`src/rtl/accessory_input_ctrl_if.sv`:
```
// Accessory word bus: raw button lines and the CPU read strobe in, accessory word and
// pending-event level out. The master side is the CPU/board, the slave side is the controller.
interface accessory_input_ctrl_if #(
  parameter int NUM_BUTTONS = 8,
  parameter int DATA_WIDTH  = 16
);
  logic [NUM_BUTTONS-1:0] buttonsRaw;
  logic                   readAck;
  logic [DATA_WIDTH-1:0]  accessoryData;
  logic                   eventPending;

  modport master (
    output buttonsRaw, readAck,
    input  accessoryData, eventPending
  );

  modport slave (
    input  buttonsRaw, readAck,
    output accessoryData, eventPending
  );
endinterface

```
`src/rtl/accessory_input_ctrl.sv`:
```
// Accessory word front-end: 2-flop sync, per-line debounce, sticky press flags cleared on CPU read.
// Optional auto-repeat of held buttons is enabled with `define ACCESSORY_REPEAT_EN.
module accessory_input_ctrl #(
  parameter int NUM_BUTTONS     = 8,
  parameter int DATA_WIDTH      = 16,
  parameter int DEBOUNCE_CYCLES = 50000,
  parameter int REPEAT_CYCLES   = 5000000
) (
  input  logic                  clk,
  input  logic                  reset,
  accessory_input_ctrl_if.slave bus
);

  localparam int                CNT_W    = $clog2(DEBOUNCE_CYCLES + 1);
  localparam logic [CNT_W-1:0]  CNT_LAST = CNT_W'(DEBOUNCE_CYCLES - 1);

  if (NUM_BUTTONS < 1 || 2 * NUM_BUTTONS > DATA_WIDTH ||
      DEBOUNCE_CYCLES < 1 || REPEAT_CYCLES < 1) begin : g_bad_params
    $error("accessory_input_ctrl: illegal parameter combination");
  end

  logic [NUM_BUTTONS-1:0] s1_q, s1_d;
  logic [NUM_BUTTONS-1:0] s2_q, s2_d;
  logic [NUM_BUTTONS-1:0] stable_q, stable_d;
  logic [NUM_BUTTONS-1:0] flag_q, flag_d;
  logic [NUM_BUTTONS-1:0] arm_q, arm_d;
  logic [CNT_W-1:0]       cnt_q [NUM_BUTTONS];
  logic [CNT_W-1:0]       cnt_d [NUM_BUTTONS];
  logic [1:0]             fill_q, fill_d;
  logic [NUM_BUTTONS-1:0] press;
  logic [NUM_BUTTONS-1:0] rep_fire;

`ifdef ACCESSORY_REPEAT_EN
  localparam int               REP_W    = $clog2(REPEAT_CYCLES + 1);
  localparam logic [REP_W-1:0] REP_LAST = REP_W'(REPEAT_CYCLES - 1);

  logic [REP_W-1:0] rep_q [NUM_BUTTONS];
  logic [REP_W-1:0] rep_d [NUM_BUTTONS];

  // The counter sits at 0 while released (which covers the press edge) and wraps on firing.
  always_comb begin
    for (int i = 0; i < NUM_BUTTONS; i++) begin
      rep_fire[i] = stable_q[i] && (rep_q[i] == REP_LAST);
      rep_d[i]    = (!stable_q[i] || rep_fire[i]) ? '0 : rep_q[i] + REP_W'(1);
    end
  end

  always_ff @(posedge clk or posedge reset) begin
    if (reset) begin
      for (int i = 0; i < NUM_BUTTONS; i++) rep_q[i] <= '0;
    end else begin
      rep_q <= rep_d;
    end
  end
`else
  assign rep_fire = '0;
`endif

  // NOTE: every always_comb output gets a default before any branch, so no latch can be inferred.
  always_comb begin
    s1_d     = bus.buttonsRaw;
    s2_d     = s1_q;
    fill_d   = fill_q[1] ? fill_q : fill_q + 2'd1;
    stable_d = stable_q;
    // A line may only report a press once it has been seen low (or stably high) since reset,
    // so lines already held at release settle to 1 silently.
    arm_d    = arm_q | stable_q | ({NUM_BUTTONS{fill_q[1]}} & ~s2_q);
    for (int i = 0; i < NUM_BUTTONS; i++) begin
      cnt_d[i] = '0;
      if (s2_q[i] != stable_q[i]) begin
        if (cnt_q[i] == CNT_LAST) stable_d[i] = s2_q[i];
        else                      cnt_d[i]    = cnt_q[i] + CNT_W'(1);
      end
    end
    press  = stable_d & ~stable_q & arm_q;
    // Setting wins over the read clear so a press landing on the read edge is not lost.
    flag_d = press | rep_fire | (bus.readAck ? '0 : flag_q);
  end

  // NOTE: sequential state uses non-blocking assignments only, so all flops update together.
  always_ff @(posedge clk or posedge reset) begin
    if (reset) begin
      s1_q     <= '0;
      s2_q     <= '0;
      stable_q <= '0;
      flag_q   <= '0;
      arm_q    <= '0;
      fill_q   <= '0;
      // NOTE: the counter array is small and in flops, so it is reset like any other state.
      for (int i = 0; i < NUM_BUTTONS; i++) cnt_q[i] <= '0;
    end else begin
      s1_q     <= s1_d;
      s2_q     <= s2_d;
      stable_q <= stable_d;
      flag_q   <= flag_d;
      arm_q    <= arm_d;
      fill_q   <= fill_d;
      cnt_q    <= cnt_d;
    end
  end

  assign bus.accessoryData = DATA_WIDTH'({flag_q, stable_q});
  assign bus.eventPending  = |flag_q;

endmodule

```
`src/flat_wrapper.sv`:
```
// flat-port wrapper written by rule: the top's interface ports become plain ports
module accessory_input_ctrl_flat 
#(
  parameter int NUM_BUTTONS     = 8,
  parameter int DATA_WIDTH      = 16,
  parameter int DEBOUNCE_CYCLES = 50000,
  parameter int REPEAT_CYCLES   = 5000000
)
  (clk, reset, bus_buttonsRaw, bus_readAck, bus_accessoryData, bus_eventPending);
  accessory_input_ctrl_if #(.NUM_BUTTONS(NUM_BUTTONS), .DATA_WIDTH(DATA_WIDTH)) bus_i ();
  input  logic clk;
  input  logic reset;
  input wire logic [$bits(bus_i.buttonsRaw)-1:0] bus_buttonsRaw;
  input wire logic [$bits(bus_i.readAck)-1:0] bus_readAck;
  output wire logic [$bits(bus_i.accessoryData)-1:0] bus_accessoryData;
  output wire logic [$bits(bus_i.eventPending)-1:0] bus_eventPending;
  assign bus_i.buttonsRaw = bus_buttonsRaw;
  assign bus_i.readAck = bus_readAck;
  assign bus_accessoryData = bus_i.accessoryData;
  assign bus_eventPending = bus_i.eventPending;
  accessory_input_ctrl #(.NUM_BUTTONS(NUM_BUTTONS), .DATA_WIDTH(DATA_WIDTH), .DEBOUNCE_CYCLES(DEBOUNCE_CYCLES), .REPEAT_CYCLES(REPEAT_CYCLES)) u_core (.clk(clk), .reset(reset), .bus(bus_i));
endmodule
```
`config.mk`:
```
export PLATFORM = sky130hd
export DESIGN_NAME = accessory_input_ctrl_flat
export DESIGN_NICKNAME = d
export VERILOG_FILES = /design/src/rtl/accessory_input_ctrl_if.sv /design/src/rtl/accessory_input_ctrl.sv /design/src/flat_wrapper.sv
export SDC_FILE = /design/constraint.sdc
export NUM_CORES = 1
export LEC_CHECK = 0
export ABC_AREA = 0
export CAP_MARGIN = 20
export CORE_ASPECT_RATIO = 2
export CORE_UTILIZATION = 40
export CTS_CLUSTER_DIAMETER = 150
export DETAILED_ROUTE_END_ITERATION = 8
export GPL_TIMING_DRIVEN = 0
export PLACE_DENSITY = 0.58
export SLEW_MARGIN = 20
export SYNTH_ARGS = -nofsm -noshare
export SYNTH_HDL_FRONTEND = slang
export SYNTH_SLANG_ARGS = --single-unit
export TNS_END_PERCENT = 1
```
`constraint.sdc`:
```
create_clock -name clk -period 8.5 [get_ports clk]
set_input_delay 2.125 -clock clk [delete_from_list [all_inputs] [get_ports clk]]
set_output_delay 2.125 -clock clk [all_outputs]
set_load 0.03 [all_outputs]
```
==> metrics.csv, run 1 <==
stage;metric;value;unit
clocking;Post-CTS Setup Bufs;0;
critical_path;crit-path leading delay family;buffers and inverters;
detailed_routing;DRT met1 WL;6434;um
clocking;CTS Root Cell;clkbuf_16;
detailed_routing;DRT iter0 DRCs;214;
critical_path;Critical Path RT;6.38;ns
synth;Post-synth EDFFs;0;
floorplan;die width;100;um
clocking;Max Root-Sink Buffers;2;
critical_path;Worst Setup SP;u_core.flag_q[0];
clocking;Clock Latency Late Sink;0.43;ns
global_route;GRT Util Overall;17.32;%
worst_hold_path;Worst Min Path Start;u_core.s1_q[3];
placement;hpwl dp;10790;um
floorplan;DIE AREA;19800;um^2
sta;Tmin final;3.959;ns
detailed_routing;final wirelength;15480;um
detailed_routing;Residual DRC;0;
synth;main flop type after synthesis;dfrtp_1;
critical_path;type of the worst setup path;flop to primary output;
detailed_routing;DRT Pass-1 Iters;4;
sta;setup TNS;0;ns
critical_path;Worst path max stage delay;0.60;ns
cells_and_area;Inserted Diodes;0;
sta;final hold violations;0;
worst_hold_path;Tightest Hold Check Type;flop to flop;
sta;worst hold slack;0.3498;ns
sta;Max Slew Vio Count;0;
clocking;cts hold-fix bufs;0;
cells_and_area;Synth-to-Final Area Change;15.93;%
sta;slew margin rel.;64.64;%
critical_path;crit path DAT;1.83;ns
critical_path;WP buf/inv;1;
sta;slew of the pin with the lowest slew margin;0.5304;ns
detailed_routing;Vias;5464;
global_route;first-pass GRT wire length;27120;um
floorplan;Initial Util;40.80;%
cells_and_area;most frequent cells in the layout;dfrtp_1 (170), nor2_1 (142), xnor2_1 (78);
placement;port buffer count;27;
floorplan;io pins;28;
detailed_routing;Vias/cell;5.214;
floorplan;Core Area;18830;um^2
floorplan;Placement Rows;71;
synth;Async SR Flop Fraction;100.0;%
clocking;TritonCTS Buffers;17;
clocking;htree depth;4;
global_route;initial antenna violation count;0;
pwr;Leakage;3.653;nW
pwr;Peak VDD IR;0.1372;mV
detailed_routing;Highest Signal Layer;met4;
cells_and_area;filler instances;1781;
sta;Achievable Freq;0.2526;GHz
critical_path;worst-path cell chain;nor4_1 -> nand2_1 -> clkdlybuf4s50_1;
sta;unrepaired setup endpoints after global routing;false;
clocking;Sink Count;170;
synth;Ys Warns;0;
synth;post-synthesis cell area;7684;um^2
cells_and_area;most common cell after layout, fill and taps aside;dfrtp_1;
global_route;total global routing overflow;0;
detailed_routing;WL met2;8341;um
synth;Synth cell types;38;
clocking;CTS resizes;0;
synth;Synth Register Bits;170;
placement;final RePlAce weighted congestion;0.7899;
synth;sequential element share of the synthesized area;55.37;%
critical_path;CP startpoint kind;flop;
sta;Final Cycle Share;46.58;%
run_status;outcome;complete, no violations;
global_route;number of global-route vias before repair;5698;
critical_path;Crit Path Max Fanout;3;
synth;post-synthesis cell count;733;
cells_and_area;layout cells sized above 1;7.314;%
detailed_routing;Avg WL per Cell;14.77;um
critical_path;critical path's slowest cell;clkdlybuf4s50_1;
detailed_routing;met3 WL;428;um
pwr;total power;1.677;mW
synth;syn avg cell area;10.48;um^2
critical_path;Reg2Reg Setup Slack;6.44;ns
critical_path;worst flop-to-flop path startpoint;u_core.cnt_q[48];
synth;Post-Syn Nets;752;
pwr;pwr dens;188.3;nW/um^2
clocking;Reg clk slew, reported paths;0.07;ns
detailed_routing;Detail Route Antenna Nets;0;
global_route;largest net degree at the start of global routing;108;
sta;final setup violation count;0;
sta;clk_skew;0.009618;ns
floorplan;die height;198.0;um
clocking;CTS tree;yes;
critical_path;CP endpoint kind;primary output;
job;number of max-cap violations;0;
cells_and_area;Final #Nets;799;
## Yosys cell counts (2+ instances only)
| library cell | count | area share (%) |
|---|---|---|
| and4_1 | 6 | 0.68 |
| o32ai_1 | 6 | 0.68 |
| nor2_1 | 142 | 6.9 |
| a21oi_1 | 9 | 0.59 |
| and3_1 | 15 | 1.2 |
| clkbuf_1 | 3 | 0.15 |
| or2_2 | 2 | 0.16 |
| ha_1 | 8 | 1.3 |
| o21ai_0 | 12 | 0.78 |
| nand4_1 | 28 | 2.3 |
| buf_2 | 8 | 0.52 |
| nand3_1 | 42 | 2.7 |
| xor2_1 | 34 | 3.9 |
| nor3_1 | 24 | 1.6 |
| nor4_1 | 23 | 1.9 |
| dfrtp_1 | 170 | 55 |
| nand4b_1 | 6 | 0.68 |
| or3_1 | 3 | 0.24 |
| inv_1 | 25 | 1.2 |
| mux2_2 | 8 | 1.2 |
| nand2_1 | 40 | 2.0 |
| xnor2_1 | 78 | 8.9 |
| o31ai_1 | 4 | 0.39 |
| or4_1 | 4 | 0.39 |
| nor4b_1 | 9 | 1.0 |
| nor4bb_1 | 12 | 1.6 |
## layer usage
metal	vias up	global-route usage (%)
met5	-	0
met4	0	6.710
met3	18	3.883
met2	89	31.24
met1	2719	19.60
li1	2638	-
## final timing paths
check / to / cells past startpoint
hold reg to reg: u_core.s2_q[3] / 0
hold / removal: u_core.s2_q[3] / 0
max in group asynchronous: u_core.cnt_q[57] / 3
min in group asynchronous: u_core.cnt_q[42] / 2
setup / recovery: bus_eventPending / 3
setup reg to reg: u_core.cnt_q[55] / 6
## metrics by stage
| stage | worst slack, ns | utilization [%] | std cells | area (um^2) |
|---|---|---|---|---|
| 4_1_cts | 4.522 | 47.30 | 1048 | 8907 |
| 6_report | 4.541 | 47.30 | 1048 | 8907 |
| 2_1_floorplan | 1.772 | - | 733 | 7684 |
| 3_3_place_gp | -0.3894 | 43.93 | 1015 | 8273 |
| 3_5_place_dp | 4.997 | 44.11 | 1016 | 8308 |
| 5_1_grt | 4.495 | 47.30 | 1048 | 8907 |
## registers in the layout, indices dropped and copies added, names as in the netlist
signal           count
u_core.cnt_q       128
u_core.arm_q         8
u_core.flag_q        8
u_core.s1_q          8
u_core.s2_q          8
u_core.stable_q      8
u_core.fill_q        2
## power breakdown
part / internal [mW] / switching [mW] / leakage (nW)
Clock: 0.463 / 0.327 / 0.283
Combinational: 0.0179 / 0.0351 / 1.10
Sequential: 0.822 / 0.0116 / 2.27
Total: 1.30 / 0.374 / 3.65
## kinds of logic (layout without fill, tap and decap cells)
| logic type | Yosys count | after routing | share of synthesized area (%) |
|---|---|---|---|
| muxes | 8 | 8 | 1.172 |
| xor gates and xnor gates | 112 | 112 | 12.77 |
| adders and majority gates | 8 | 8 | 1.303 |
| and+or+nand+nor | 363 | 363 | 24.23 |
| AOI/OAI and AO/OA | 35 | 35 | 3.127 |
| DFF | 170 | 170 | 55.37 |
| buffers and inverters | 37 | 97 | 2.035 |
## layout make-up
class	count	area (um^2)	share of cell area, %
tap	255	319.1	3.582
buffer	12	62.56	0.7023
timing repair buffer	28	297.8	3.343
sequential	170	4254	47.76
inverter	25	101.3	1.138
clock inverter	14	170.2	1.910
clock buffer	18	429.2	4.818
multi-input combinational	526	3273	36.75
## worst register-to-register path, delay by kind of cell (launching register included)
family | cells | cell delay (ns)
fa+ha+maj | 1 | 0.22
buf+inv | 1 | 0.29
flops | 1 | 0.40
simple gates | 4 | 1.05
Note: power is estimated with default switching activity, not from simulation.
==> run 2: changes to the inputs <==
--- a/config.mk
+++ b/config.mk
@@ -12,7 +12,7 @@
 export CTS_CLUSTER_DIAMETER = 150
 export DETAILED_ROUTE_END_ITERATION = 8
 export GPL_TIMING_DRIVEN = 0
-export PLACE_DENSITY = 0.58
+export PLACE_DENSITY = 0.6
 export SLEW_MARGIN = 20
 export SYNTH_ARGS = -nofsm -noshare
 export SYNTH_HDL_FRONTEND = slang
==> constraint.sdc (replaced) <==
create_clock -name clk -period 3.5 [get_ports clk]
set_input_delay 0.875 -clock clk [delete_from_list [all_inputs] [get_ports clk]]
set_output_delay 0.875 -clock clk [all_outputs]
set_load 0.03 [all_outputs]
==> run 2 against run 1 <==
Non-clock buffer count up 5. Clock skew down 0.0030 ns. Clock power up 140%. Flip-flop and latch count unchanged. Critical path type unchanged. Clock-buffer cell count down 1. Largest cell class unchanged. Total power up 140%. Highest routed layer unchanged. Setup slack worse by 3.8 ns. Utilization up 0.54 points. First-iteration DRC count up 41%. Cell count up 0.48%.
==> metrics.csv, run 2 (same netlist as run 1, synthesis figures left out) <==
stage;metric;value;unit;change
run_status;outcome;complete, no violations;;
clocking;CTS Root Cell;clkbuf_16;;
sta;slew margin rel.;66.34;%;+1.7 points
cells_and_area;Inserted Diodes;0;;unchanged
clocking;htree depth;4;;unchanged
global_route;first-pass GRT wire length;27250;um;+0.46%
floorplan;die height;198.0;um;unchanged
clocking;Post-CTS Setup Bufs;0;;unchanged
sta;unrepaired setup endpoints after global routing;false;;
sta;Final Cycle Share;78.35;%;
clocking;Reg clk slew, reported paths;0.07;ns;about the same
cells_and_area;layout cells sized above 1;8.020;%;+0.71 points
placement;placed instance area;8412;um^2;+1.3%
sta;worst hold slack;0.3505;ns;+0.0006890 ns
cells_and_area;most frequent cells in the layout;dfrtp_1 (170), nor2_1 (142), xnor2_1 (78);;
sta;final setup violation count;0;;unchanged
placement;port buffer count;27;;unchanged
sta;Achievable Freq;0.3646;GHz;
floorplan;DIE AREA;19800;um^2;unchanged
detailed_routing;Vias/cell;5.246;;+0.62%
clocking;Clock Latency Late Sink;0.43;ns;about the same
global_route;largest net degree at the start of global routing;32;;-70%
cells_and_area;most common cell after layout, fill and taps aside;dfrtp_1;;
floorplan;Placement Rows;71;;unchanged
pwr;Clock power frac;46.9;%;-0.2 points
placement;hpwl dp;11320;um;+4.9%
critical_path;Reg2Reg Setup Slack;1.54;ns;-4.90 ns
cells_and_area;fin area;9010;um^2;+1.2%
pwr;Pint;3.126;mW;+140%
critical_path;worst r2r dst;u_core.cnt_q[39];;
detailed_routing;Residual DRC;0;;unchanged
cells_and_area;Final #Nets;804;;+0.63%
cells_and_area;number of flip-flops in the largest register;128;;unchanged
clocking;CTS resizes;0;;unchanged
detailed_routing;DRT Pass-1 Iters;4;;unchanged
critical_path;Crit Path Max Fanout;3;;unchanged
critical_path;Critical Path RT;2.62;ns;-3.76 ns
detailed_routing;DRT iter0 DRCs;301;;+41%
pwr;Comb power frac;3.5;%;+0.3 points
clocking;cts hold-fix bufs;0;;unchanged
worst_hold_path;Tightest Hold Check Type;flop to flop;;
critical_path;crit path DAT;1.87;ns;+0.04 ns
detailed_routing;final wirelength;15760;um;+1.8%
global_route;GRT Util Overall;17.50;%;+0.18 points
sta;final hold violations;0;;unchanged
sta;clk_skew;0.006653;ns;-0.002964 ns
worst_hold_path;Worst Min Path Start;u_core.s1_q[0];;
cells_and_area;Final Core Density;47.84;%;+0.54 points
sta;Tmin final;2.742;ns;
worst_hold_path;worst hold endpoint;u_core.s2_q[0];;
floorplan;die width;100;um;unchanged
pwr;Sw Ratio;23.39;%;+1.1 points
sta;Max Slew Vio Count;0;;unchanged
job;number of max-cap violations;0;;unchanged
pwr;Leakage;3.705;nW;+1.4%
pwr;Peak VDD IR;0.3442;mV;+150%
global_route;total global routing overflow;0;;unchanged
critical_path;R2R depth;6;;unchanged
critical_path;CP startpoint kind;flop;;
placement;final RePlAce weighted congestion;0.8046;;+1.9%
clocking;TritonCTS Buffers;17;;unchanged
cells_and_area;Largest Register;u_core.cnt_q;;
clocking;Sink Count;170;;unchanged
floorplan;Core Area;18830;um^2;unchanged
critical_path;worst flop-to-flop path startpoint;u_core.cnt_q[32];;
pwr;sequential power share;49.6;%;about the same
worst_hold_path;hold path depth;0;;unchanged
floorplan;Initial Util;40.80;%;unchanged
pwr;pwr dens;453.0;nW/um^2;+140%
clocking;CTS tree;yes;;
detailed_routing;Vias;5524;;+1.1%
cells_and_area;Synth-to-Final Area Change;17.26;%;
detailed_routing;Detail Route Antenna Nets;0;;unchanged
global_route;initial antenna violation count;0;;unchanged
global_route;number of global-route vias before repair;5822;;+2.2%
critical_path;CP endpoint kind;primary output;;
floorplan;io pins;28;;unchanged
critical_path;type of the worst setup path;flop to primary output;;
detailed_routing;Avg WL per Cell;14.96;um;+1.3%
pwr;sw power;0.9547;mW;+160%
sta;slew of the pin with the lowest slew margin;0.5004;ns;-0.03008 ns
clocking;Max Root-Sink Buffers;2;;unchanged
## run 2: worst max-delay path, stage by stage, from the launching register on
cell and delay (ns):
dfrtp_1 0.42, nor4_1 0.30, nand2_1 0.11, clkdlybuf4s50_1 0.60
## run 2: how the worst max path moves through the flow
stage	cells past startpoint	start	slack, ns	to
after floorplan	1	reset	0.46	u_core.arm_q[0]
after global placement	2	reset	-0.84	u_core.cnt_q[123]
after detailed placement	6	reset	1.10	u_core.cnt_q[43]
after CTS	3	u_core.flag_q[5]	0.73	bus_eventPending
after global routing	3	u_core.flag_q[0]	0.68	bus_eventPending
final	3	u_core.flag_q[6]	0.76	bus_eventPending
## run 2: stage by stage
step | power [mW] | cells | TNS, ns | worst slack [ns]
detailed placement | 2.207 | 1021 | 0 | 1.097
floorplan | 2.140 | 733 | 0 | 0.4563
global route | 4.231 | 1053 | 0 | 0.6846
finish | 4.081 | 1053 | 0 | 0.7576
CTS | 4.134 | 1053 | 0 | 0.7289
global placement | 2.181 | 1015 | -138.45 | -0.8353
## run 2: area by class of cell
class / count / area [um^2]
Sequential cell: 170 / 4254
Clock buffer: 17 / 425.4
Inverter: 25 / 97.59
Timing Repair Buffer: 33 / 405.4
Clock inverter: 15 / 172.7
Fill cell: 1726 / 9823
Tap cell: 255 / 319.1
Multi-Input combinational cell: 526 / 3273
Buffer: 12 / 62.56
## run 2: power by group through the flow
stage | Clock [mW] | Sequential [mW] | Combinational (mW)
after global placement | 0 | 2.06 | 0.122
after detailed placement | 0 | 2.06 | 0.147
final | 1.92 | 2.02 | 0.142
after floorplan | 0 | 2.05 | 0.0860
after global routing | 2.04 | 2.03 | 0.162
after CTS | 1.96 | 2.02 | 0.148
## run 2: per-layer routing
metal | part of all wire, % | vias up | global-route usage (%)
met5 | 0 | - | 0
met4 | 2.3 | 0 | 9.125
met3 | 3.1 | 21 | 3.459
met2 | 54 | 107 | 31.57
met1 | 40 | 2739 | 19.08
li1 | - | 2657 | -
